==> src/rtl/aes_spi_selftest_seq_pkg.sv <==
// rtl/aes_spi_selftest_seq_pkg.sv - shared types, widths and frame helpers for the AES-over-SPI self-test sequencer
package aes_spi_pkg;

    localparam int FRAME_W = 258;
    localparam int BLK_W   = 128;

    localparam logic [1:0] KEY128 = 2'b00;
    localparam logic [1:0] KEY192 = 2'b01;
    localparam logic [1:0] KEY256 = 2'b10;

    typedef enum logic [3:0] {
        S_IDLE, S_FETCH, S_KEY_E, S_MSG_E, S_WAIT_E, S_RD_E,
        S_KEY_D, S_CT_D, S_WAIT_D, S_RD_D, S_CHECK, S_NEXT, S_DONE
    } state_e;

    function automatic logic [FRAME_W-1:0] build_frame(input logic [1:0] key_len,
                                                       input logic [255:0] key);
        return {key_len, key};
    endfunction

    function automatic logic is_xfer(input state_e s);
        return s inside {S_KEY_E, S_MSG_E, S_RD_E, S_KEY_D, S_CT_D, S_RD_D};
    endfunction

endpackage

==> src/rtl/aes_spi_selftest_seq_if.sv <==
// rtl/aes_spi_selftest_seq_if.sv - SPI_Main master-port bundle (sel/start/tx/rx/done)
interface aes_spi_selftest_seq_if;
    import aes_spi_pkg::*;

    logic               spi_sel;
    logic               spi_start;
    logic [FRAME_W-1:0] spi_tx;
    logic [BLK_W-1:0]   spi_rx;
    logic               spi_done;

    modport master (output spi_sel, spi_start, spi_tx, input spi_rx, spi_done);
    modport slave  (input spi_sel, spi_start, spi_tx, output spi_rx, spi_done);
endinterface

==> src/rtl/aes_spi_xfer_ctl.sv <==
// rtl/aes_spi_xfer_ctl.sv - per-transfer start pulse, spi_done rising-edge detect and watchdog
module aes_spi_xfer_ctl #(
    parameter int TIMEOUT_CYC = 4096
) (
    input  logic clk,
    input  logic rst_n,
    input  logic xfer_enter,
    input  logic xfer_active,
    input  logic spi_done,
    output logic spi_start,
    output logic xfer_done,
    output logic xfer_timeout
);
    localparam int              CNT_W   = $clog2(TIMEOUT_CYC + 1);
    localparam logic [CNT_W-1:0] WD_LAST = CNT_W'(TIMEOUT_CYC - 1);

    logic             start_q;
    logic             done_q;
    logic [CNT_W-1:0] wd_q, wd_d;
    logic             done_evt;

    assign done_evt     = spi_done & ~done_q;
    assign spi_start    = start_q;
    assign xfer_done    = xfer_active & done_evt;
    assign xfer_timeout = xfer_active & ~done_evt & (wd_q == WD_LAST);

    always_comb begin
        wd_d = wd_q;
        if (xfer_enter)
            wd_d = '0;
        else if (xfer_active && wd_q != WD_LAST)
            wd_d = wd_q + 1'b1;
    end

    always_ff @(posedge clk or negedge rst_n) begin
        if (!rst_n) begin
            start_q <= 1'b0;
            done_q  <= 1'b0;
            wd_q    <= '0;
        end else begin
            start_q <= xfer_enter;
            done_q  <= spi_done;
            wd_q    <= wd_d;
        end
    end
endmodule

==> src/rtl/aes_spi_selftest_seq.sv <==
// rtl/aes_spi_selftest_seq.sv - AES encrypt/decrypt round-trip self-test sequencer; optional AES_SELFTEST_KAT_CHECK_EN
module aes_spi_selftest_seq
    import aes_spi_pkg::*;
#(
    parameter int NUM_VEC     = 3,
    parameter int IDX_W       = 8,
    parameter int WAIT_CYC    = 70,
    parameter int TIMEOUT_CYC = 4096,
    parameter int ENC_SEL     = 0,
    parameter int DEC_SEL     = 1
) (
    input  logic                clk,
    input  logic                rst_n,
    input  logic                start_test,
    input  logic                run_all,
    input  logic [IDX_W-1:0]    vec_sel,
    output logic [IDX_W-1:0]    vec_idx,
    input  logic [FRAME_W-1:0]  rom_key,
    input  logic [BLK_W-1:0]    rom_msg,
    input  logic [BLK_W-1:0]    rom_ct,
    aes_spi_selftest_seq_if.master spi,
    output logic                busy,
    output logic                pass,
    output logic                fail,
    output logic [IDX_W:0]      err_count,
    output logic [IDX_W-1:0]    fail_idx,
    output logic                timeout
);
    localparam int               WAIT_W    = (WAIT_CYC > 1) ? $clog2(WAIT_CYC) : 1;
    localparam logic [WAIT_W-1:0] WAIT_LAST = WAIT_W'(WAIT_CYC - 1);
    localparam logic [IDX_W:0]    NUM_VEC_W = (IDX_W+1)'(NUM_VEC);

    state_e             state_q, state_d;
    logic               run_all_q, run_all_d;
    logic [IDX_W-1:0]   vec_idx_q, vec_idx_d;
    logic [FRAME_W-1:0] key_frame_q, key_frame_d;
    logic [BLK_W-1:0]   msg_q, msg_d;
    logic [BLK_W-1:0]   ct_exp_q, ct_exp_d;
    logic               kat_bad_q, kat_bad_d;
    logic [BLK_W-1:0]   ct_rx_q, ct_rx_d;
    logic [BLK_W-1:0]   pt_rx_q, pt_rx_d;
    logic [WAIT_W-1:0]  wait_q, wait_d;
    logic               pass_q, pass_d, fail_q, fail_d, timeout_q, timeout_d;
    logic [IDX_W:0]     err_q, err_d;
    logic [IDX_W-1:0]   fidx_q, fidx_d;
    logic               vec_bad;
    logic               xfer_enter, xfer_done, xfer_timeout;

    aes_spi_xfer_ctl #(.TIMEOUT_CYC(TIMEOUT_CYC)) u_xfer (
        .clk          (clk),
        .rst_n        (rst_n),
        .xfer_enter   (xfer_enter),
        .xfer_active  (is_xfer(state_q)),
        .spi_done     (spi.spi_done),
        .spi_start    (spi.spi_start),
        .xfer_done    (xfer_done),
        .xfer_timeout (xfer_timeout)
    );

    assign xfer_enter = is_xfer(state_d) && (state_d != state_q);
    assign vec_idx    = vec_idx_q;
    assign busy       = (state_q != S_IDLE) && (state_q != S_DONE);
    assign pass       = pass_q;
    assign fail       = fail_q;
    assign err_count  = err_q;
    assign fail_idx   = fidx_q;
    assign timeout    = timeout_q;
    assign spi.spi_sel = (state_q inside {S_KEY_D, S_CT_D, S_RD_D}) ? 1'(DEC_SEL) : 1'(ENC_SEL);

`ifndef AES_SELFTEST_KAT_CHECK_EN
    logic unused_rom_ct;
    assign unused_rom_ct = ^rom_ct;
`endif

    always_comb begin
        spi.spi_tx = '0;
        case (state_q)
            S_KEY_E, S_KEY_D: spi.spi_tx = key_frame_q;
            S_MSG_E:          spi.spi_tx = {{(FRAME_W-BLK_W){1'b0}}, msg_q};
            S_CT_D:           spi.spi_tx = {{(FRAME_W-BLK_W){1'b0}}, ct_rx_q};
            default:          spi.spi_tx = '0;
        endcase
    end

    always_comb begin
        state_d     = state_q;
        run_all_d   = run_all_q;
        vec_idx_d   = vec_idx_q;
        key_frame_d = key_frame_q;
        msg_d       = msg_q;
        ct_exp_d    = ct_exp_q;
        kat_bad_d   = kat_bad_q;
        ct_rx_d     = ct_rx_q;
        pt_rx_d     = pt_rx_q;
        wait_d      = wait_q;
        pass_d      = pass_q;
        fail_d      = fail_q;
        timeout_d   = timeout_q;
        err_d       = err_q;
        fidx_d      = fidx_q;
        vec_bad     = 1'b0;

        case (state_q)
            S_IDLE: if (start_test) begin
                pass_d    = 1'b0;
                fail_d    = 1'b0;
                timeout_d = 1'b0;
                err_d     = '0;
                fidx_d    = '0;
                run_all_d = run_all;
                vec_idx_d = run_all ? '0 : vec_sel;
                // An out-of-range single vector is reported as one failure without touching the bus.
                if (!run_all && {1'b0, vec_sel} >= NUM_VEC_W) begin
                    err_d   = (IDX_W+1)'(1);
                    fidx_d  = vec_sel;
                    state_d = S_DONE;
                end else begin
                    state_d = S_FETCH;
                end
            end
            S_FETCH: begin
                key_frame_d = build_frame(rom_key[257:256], rom_key[255:0]);
                msg_d       = rom_msg;
                kat_bad_d   = 1'b0;
`ifdef AES_SELFTEST_KAT_CHECK_EN
                ct_exp_d    = rom_ct;
`endif
                state_d     = S_KEY_E;
            end
            S_KEY_E: if (xfer_done) state_d = S_MSG_E;
            S_MSG_E: if (xfer_done) begin wait_d = '0; state_d = S_WAIT_E; end
            S_WAIT_E: if (wait_q == WAIT_LAST) state_d = S_RD_E; else wait_d = wait_q + 1'b1;
            S_RD_E: if (xfer_done) begin
                ct_rx_d = spi.spi_rx;
`ifdef AES_SELFTEST_KAT_CHECK_EN
                kat_bad_d = (spi.spi_rx != ct_exp_q);
`endif
                state_d = S_KEY_D;
            end
            S_KEY_D: if (xfer_done) state_d = S_CT_D;
            S_CT_D:  if (xfer_done) begin wait_d = '0; state_d = S_WAIT_D; end
            S_WAIT_D: if (wait_q == WAIT_LAST) state_d = S_RD_D; else wait_d = wait_q + 1'b1;
            S_RD_D: if (xfer_done) begin pt_rx_d = spi.spi_rx; state_d = S_CHECK; end
            S_CHECK: begin
                vec_bad = (pt_rx_q != msg_q) || kat_bad_q;
                state_d = S_NEXT;
            end
            S_NEXT: if (run_all_q && ({1'b0, vec_idx_q} < NUM_VEC_W - 1'b1)) begin
                vec_idx_d = vec_idx_q + 1'b1;
                state_d   = S_FETCH;
            end else begin
                state_d = S_DONE;
            end
            S_DONE: begin
                pass_d  = (err_q == '0) && !timeout_q;
                fail_d  = !pass_d;
                state_d = S_IDLE;
            end
            default: state_d = S_IDLE;
        endcase

        if (xfer_timeout) begin
            timeout_d = 1'b1;
            vec_bad   = 1'b1;
            state_d   = S_NEXT;
        end

        if (vec_bad) begin
            err_d = (&err_q) ? err_q : err_q + 1'b1;
            if (err_q == '0) fidx_d = vec_idx_q;
        end
    end

    always_ff @(posedge clk or negedge rst_n) begin
        if (!rst_n) begin
            state_q     <= S_IDLE;
            run_all_q   <= 1'b0;
            vec_idx_q   <= '0;
            key_frame_q <= '0;
            msg_q       <= '0;
            ct_exp_q    <= '0;
            kat_bad_q   <= 1'b0;
            ct_rx_q     <= '0;
            pt_rx_q     <= '0;
            wait_q      <= '0;
            pass_q      <= 1'b0;
            fail_q      <= 1'b0;
            timeout_q   <= 1'b0;
            err_q       <= '0;
            fidx_q      <= '0;
        end else begin
            state_q     <= state_d;
            run_all_q   <= run_all_d;
            vec_idx_q   <= vec_idx_d;
            key_frame_q <= key_frame_d;
            msg_q       <= msg_d;
            ct_exp_q    <= ct_exp_d;
            kat_bad_q   <= kat_bad_d;
            ct_rx_q     <= ct_rx_d;
            pt_rx_q     <= pt_rx_d;
            wait_q      <= wait_d;
            pass_q      <= pass_d;
            fail_q      <= fail_d;
            timeout_q   <= timeout_d;
            err_q       <= err_d;
            fidx_q      <= fidx_d;
        end
    end
endmodule
==> src/flat_wrapper.sv <==
// flat-port wrapper written by rule: the top's interface ports become plain ports
module aes_spi_selftest_seq_flat import aes_spi_pkg::*;
#(
    parameter int NUM_VEC     = 3,
    parameter int IDX_W       = 8,
    parameter int WAIT_CYC    = 70,
    parameter int TIMEOUT_CYC = 4096,
    parameter int ENC_SEL     = 0,
    parameter int DEC_SEL     = 1
)
  (clk, rst_n, start_test, run_all, vec_sel, vec_idx, rom_key, rom_msg, rom_ct, busy, pass, fail, err_count, fail_idx, timeout, spi_spi_sel, spi_spi_start, spi_spi_tx, spi_spi_rx, spi_spi_done);
  aes_spi_selftest_seq_if spi_i ();
  input  logic clk;
  input  logic rst_n;
  input  logic start_test;
  input  logic run_all;
  input  logic [IDX_W-1:0] vec_sel;
  output logic [IDX_W-1:0] vec_idx;
  input  logic [FRAME_W-1:0] rom_key;
  input  logic [BLK_W-1:0] rom_msg;
  input  logic [BLK_W-1:0] rom_ct;
  output logic busy;
  output logic pass;
  output logic fail;
  output logic [IDX_W:0] err_count;
  output logic [IDX_W-1:0] fail_idx;
  output logic timeout;
  output wire logic [$bits(spi_i.spi_sel)-1:0] spi_spi_sel;
  output wire logic [$bits(spi_i.spi_start)-1:0] spi_spi_start;
  output wire logic [$bits(spi_i.spi_tx)-1:0] spi_spi_tx;
  input wire logic [$bits(spi_i.spi_rx)-1:0] spi_spi_rx;
  input wire logic [$bits(spi_i.spi_done)-1:0] spi_spi_done;
  assign spi_spi_sel = spi_i.spi_sel;
  assign spi_spi_start = spi_i.spi_start;
  assign spi_spi_tx = spi_i.spi_tx;
  assign spi_i.spi_rx = spi_spi_rx;
  assign spi_i.spi_done = spi_spi_done;
  aes_spi_selftest_seq #(.NUM_VEC(NUM_VEC), .IDX_W(IDX_W), .WAIT_CYC(WAIT_CYC), .TIMEOUT_CYC(TIMEOUT_CYC), .ENC_SEL(ENC_SEL), .DEC_SEL(DEC_SEL)) u_core (.clk(clk), .rst_n(rst_n), .start_test(start_test), .run_all(run_all), .vec_sel(vec_sel), .vec_idx(vec_idx), .rom_key(rom_key), .rom_msg(rom_msg), .rom_ct(rom_ct), .spi(spi_i), .busy(busy), .pass(pass), .fail(fail), .err_count(err_count), .fail_idx(fail_idx), .timeout(timeout));
endmodule
==> config.mk <==
export PLATFORM = sky130hd
export DESIGN_NAME = aes_spi_selftest_seq_flat
export DESIGN_NICKNAME = d
export VERILOG_FILES = /design/src/rtl/aes_spi_selftest_seq_pkg.sv /design/src/rtl/aes_spi_selftest_seq_if.sv /design/src/rtl/aes_spi_xfer_ctl.sv /design/src/rtl/aes_spi_selftest_seq.sv /design/src/flat_wrapper.sv
export SDC_FILE = /design/constraint.sdc
export NUM_CORES = 1
export LEC_CHECK = 0
export CORE_AREA = 4 4 369 371
export CTS_CLUSTER_DIAMETER = 40
export DETAILED_ROUTE_END_ITERATION = 8
export DIE_AREA = 0 0 373 375
export HOLD_SLACK_MARGIN = 0.05
export PLACE_DENSITY_LB_ADDON = 0.05
export SETUP_SLACK_MARGIN = 0.4
export SYNTH_ARGS = -nofsm -noshare
export SYNTH_HDL_FRONTEND = slang
export SYNTH_HIERARCHICAL = 1
export SYNTH_SLANG_ARGS = --single-unit
==> constraint.sdc <==
create_clock -name clk -period 3.83 [get_ports clk]
set_input_delay 0.9575 -clock clk [delete_from_list [all_inputs] [get_ports clk]]
set_output_delay 0.9575 -clock clk [all_outputs]
set_load 0.005 [all_outputs]
==> results.py <==
metrics = {
    "critical_path": {
        "crit_family": "buffers and inverters",
        "cpPeakStageDelay_ps": 520,
        "cp-start-kind": "flop",
        "cp.arrival_ps": 3020,
        "crit_fanout": 12,
        "required_ps": 2870,
        "slowest_stage": "clkdlybuf4s50_1",
        "crit_path_frequent_cell": "buf_6",
        "path_cells": "nand2b_4, buf_6, nor2_4, buf_4, buf_6, buf_12, buf_16, a222oi_1, inv_1, clkdlybuf4s50_1",
        "cp-end-kind": "output pin",
        "worst-path-buf-inv": 7,
        "worst-setup-path-type": "reg -> out",
    },
    "die": {
        "die_w_microns": 373,
        "row_count": 134,
        "initial_core_util": 0.234,
        "dieArea_sq_um": 140000,
        "core_sq_um": 133000,
        "die-height_microns": 375,
        "num_io_pins": 944,
    },
    "job": {
        "maxCapViolations": 0,
    },
    "run_status": {
        "violations": "setup timing",
        "outcome": "complete, but fails checks",
    },
    "sta": {
        "fmax_ghz": 0.251,
        "finalSetupViolCount": 51,
        "max-slew-margin-rel": 0.325,
        "period_needed_ps": 3980,
        "finalCritPeriodShare": 1.04,
        "hold_viol": 0,
        "rsz0062_at_grt": "yes",
        "maxSlewViolCount": 0,
        "worst_pin_slew_ps": 1010,
        "layout_setup_ws_ps": -151,
        "finClkSkew_ps": 27.6,
        "holdWs_ps": 146,
    },
    "routing": {
        "routed.top_layer": "met5",
        "viasPerCell": 4.60,
        "wl_per_cell_microns": 29.8,
        "dr.pass1.iters": 9,
        "vias": 24600,
        "drt-initial-drc-count": 1766,
        "route.met2.wl_mm": 75.4,
        "drc": 0,
        "wirelength_mm": 159,
        "dr_wl_met3_mm": 14.4,
        "wl_met1_mm": 65.1,
        "ant_nets": 0,
    },
    "logic_synthesis": {
        "postSynthAreaPerCell_sq_um": 13.4,
        "synth_fp_nets": 2984,
        "synth_area_sq_um": 31100,
        "synth_seq_area_share": 0.560,
        "yosysWarnings": 6,
        "ys_async_sr_fraction": 1.00,
        "synthCells": 2322,
        "synthDistinctLibCells": 60,
        "synth_edf_count": 0,
        "synth-seq-cells": 697,
        "synth_ff_type": "dfrtp_1",
    },
    "power": {
        "vdd_drop_max_v": 0.000405,
        "p_leak_nw": 22.5,
        "powerDensity_nw_per_um2": 925,
    },
    "finish": {
        "stdcell_area_sq_um": 49600,
        "drive_gt1_frac": 0.429,
        "fin_util": 0.373,
        "final_cell_mix": "dfrtp_1 (695), mux2_2 (645), clkdlybuf4s50_1 (591)",
        "fillers": 13000,
        "final_common_cell": "dfrtp_1",
        "nNetsFinal": 4074,
        "syn2layout_area_growth_pct": 59.3,
    },
    "clock_tree": {
        "numCtsBuffers": 150,
        "clockRootBuffer": "clkbuf_16",
        "numClockSinks": 697,
        "htree_levels": 4,
        "clkTransAtPathRegs_ps": 50,
        "cts_max_path_buffers": 3,
        "worstSkewPairLatency_ps": 740,
        "cts_hold_buf": 0,
        "cts_tree": "yes",
    },
    "global_routing": {
        "grt_antenna_before_repair": 85,
        "grtUsageTotal": 0.216,
        "grt_pass1_wl_mm": 214,
        "grt_pass1_vias": 26300,
        "grt_max_degree": 93,
        "grt-ovfl-total": 0,
    },
    "placement": {
        "dpl.hpwl_mm": 116,
        "routabilityCongestion": 0.924,
        "placed_cell_area_sq_um": 42300,
        "io_buffers": 815,
    },
    "min_path": {
        "hold_path.class": "in -> async",
    },
}
logic make-up after synthesis:
kind of cell,share of synthesized area
AOI/OAI and AO/OA,0.0621
xor gates and xnor gates,0.0371
DFF,0.560
and+or+nand+nor,0.0619
adders and majority gates,0.00281
buffers and inverters,0.0371
muxes,0.239
cell usage after synthesis, drive strengths merged, types with 7 or more instances:
cell type / instances / area (sq um)
nor3: 9 / 45.0
nand4: 44 / 288
dfrtp: 697 / 17400
nand2: 33 / 126
xnor2: 130 / 1140
a22o: 11 / 96.3
ha: 7 / 87.6
nor4: 12 / 81.3
a222oi: 130 / 1300
nor2b: 8 / 52.6
nor2: 31 / 121
mux2: 653 / 7380
a21oi: 14 / 81.3
and3: 8 / 51.3
buf: 78 / 388
nand2b: 13 / 81.3
and2: 132 / 827
nand3: 24 / 120
clkbuf: 62 / 233
inv: 142 / 533
o21ai: 31 / 178
through the flow:
stage | std cells | power, W | TNS (ps) | worst slack, ps
2_1_floorplan | 2322 | 0.0199 | 0 | 462
4_1_cts | 5209 | 0.0446 | -11660 | -323
6_report | 5337 | 0.0459 | -3590 | -151
3_3_place_gp | 4889 | 0.0300 | -1070 | -163
3_5_place_dp | 4889 | 0.0302 | -469 | -126
5_1_grt | 5315 | 0.0483 | -13190 | -324
flip-flops by register name, summed over array words and instances (netlist names):
name / cells
u_core/pass: 1
u_core/state_q: 4
u_core/u_xfer/wd_q: 13
u_core/err_count: 9
u_core/fail: 1
u_core/wait_q: 7
u_core/key_frame_q: 258
u_core/ct_rx_q: 128
u_core/timeout: 1
u_core/pt_rx_q: 128
u_core/run_all_q: 1
u_core/u_xfer/done_q: 1
u_core/fail_idx: 8
u_core/msg_q: 128
u_core/u_xfer/spi_start: 1
u_core/vec_idx: 8
layout make-up:
cell class	instances	area [sq um]	share of cell area
diodes	36	90.1	0.00182
well taps	1768	2210	0.0446
clock buffers	203	4340	0.0875
inverters	142	533	0.0108
clock inverters	70	830	0.0167
multi-input cells	1343	12900	0.260
flip-flops and latches	697	17400	0.352
repair buffers	1078	11200	0.226
repair_timing:
action                                  4_1_cts  5_1_grt
gates cloned                                 13       22
endpoints found under the setup margin      282      283
pin swaps                                    28       82
gates resized for setup                     339      742
buffers inserted                             34       70
path summary, 6_finish.rpt:
kind                                              start                             endpoint  slack, ps  cells past startpoint
setup / recovery            u_core/state_q[3]$_DFF_PN0_                       spi_spi_tx[21]       -150                     10
hold / removal                                    rst_n        u_core/vec_idx[0]$_DFFE_PN0P_        150                      1
setup reg to reg            u_core/state_q[1]$_DFF_PN0_    u_core/u_xfer/wd_q[7]$_DFFE_PN0P_        320                     15
hold reg to reg            u_core/run_all_q$_DFFE_PN0P_         u_core/run_all_q$_DFFE_PN0P_        470                      2
max in group asynchronous                         rst_n  u_core/key_frame_q[232]$_DFFE_PN0P_       2540                      2
min in group clk           u_core/run_all_q$_DFFE_PN0P_         u_core/run_all_q$_DFFE_PN0P_        470                      2
metal layers:
metal / up-vias / track usage
met3: 250 / 0.0922
met5: - / 0
met1: 12600 / 0.263
li1: 10700 / -
met4: 56 / 0.0519
met2: 938 / 0.353
report_power, final:
group | internal, W | total, W | switching (W)
Sequential | 0.0107 | 0.0130 | 0.00238
Clock | 0.00879 | 0.0132 | 0.00436
Combinational | 0.0106 | 0.0196 | 0.00907
(Power assumes the default switching activity.)
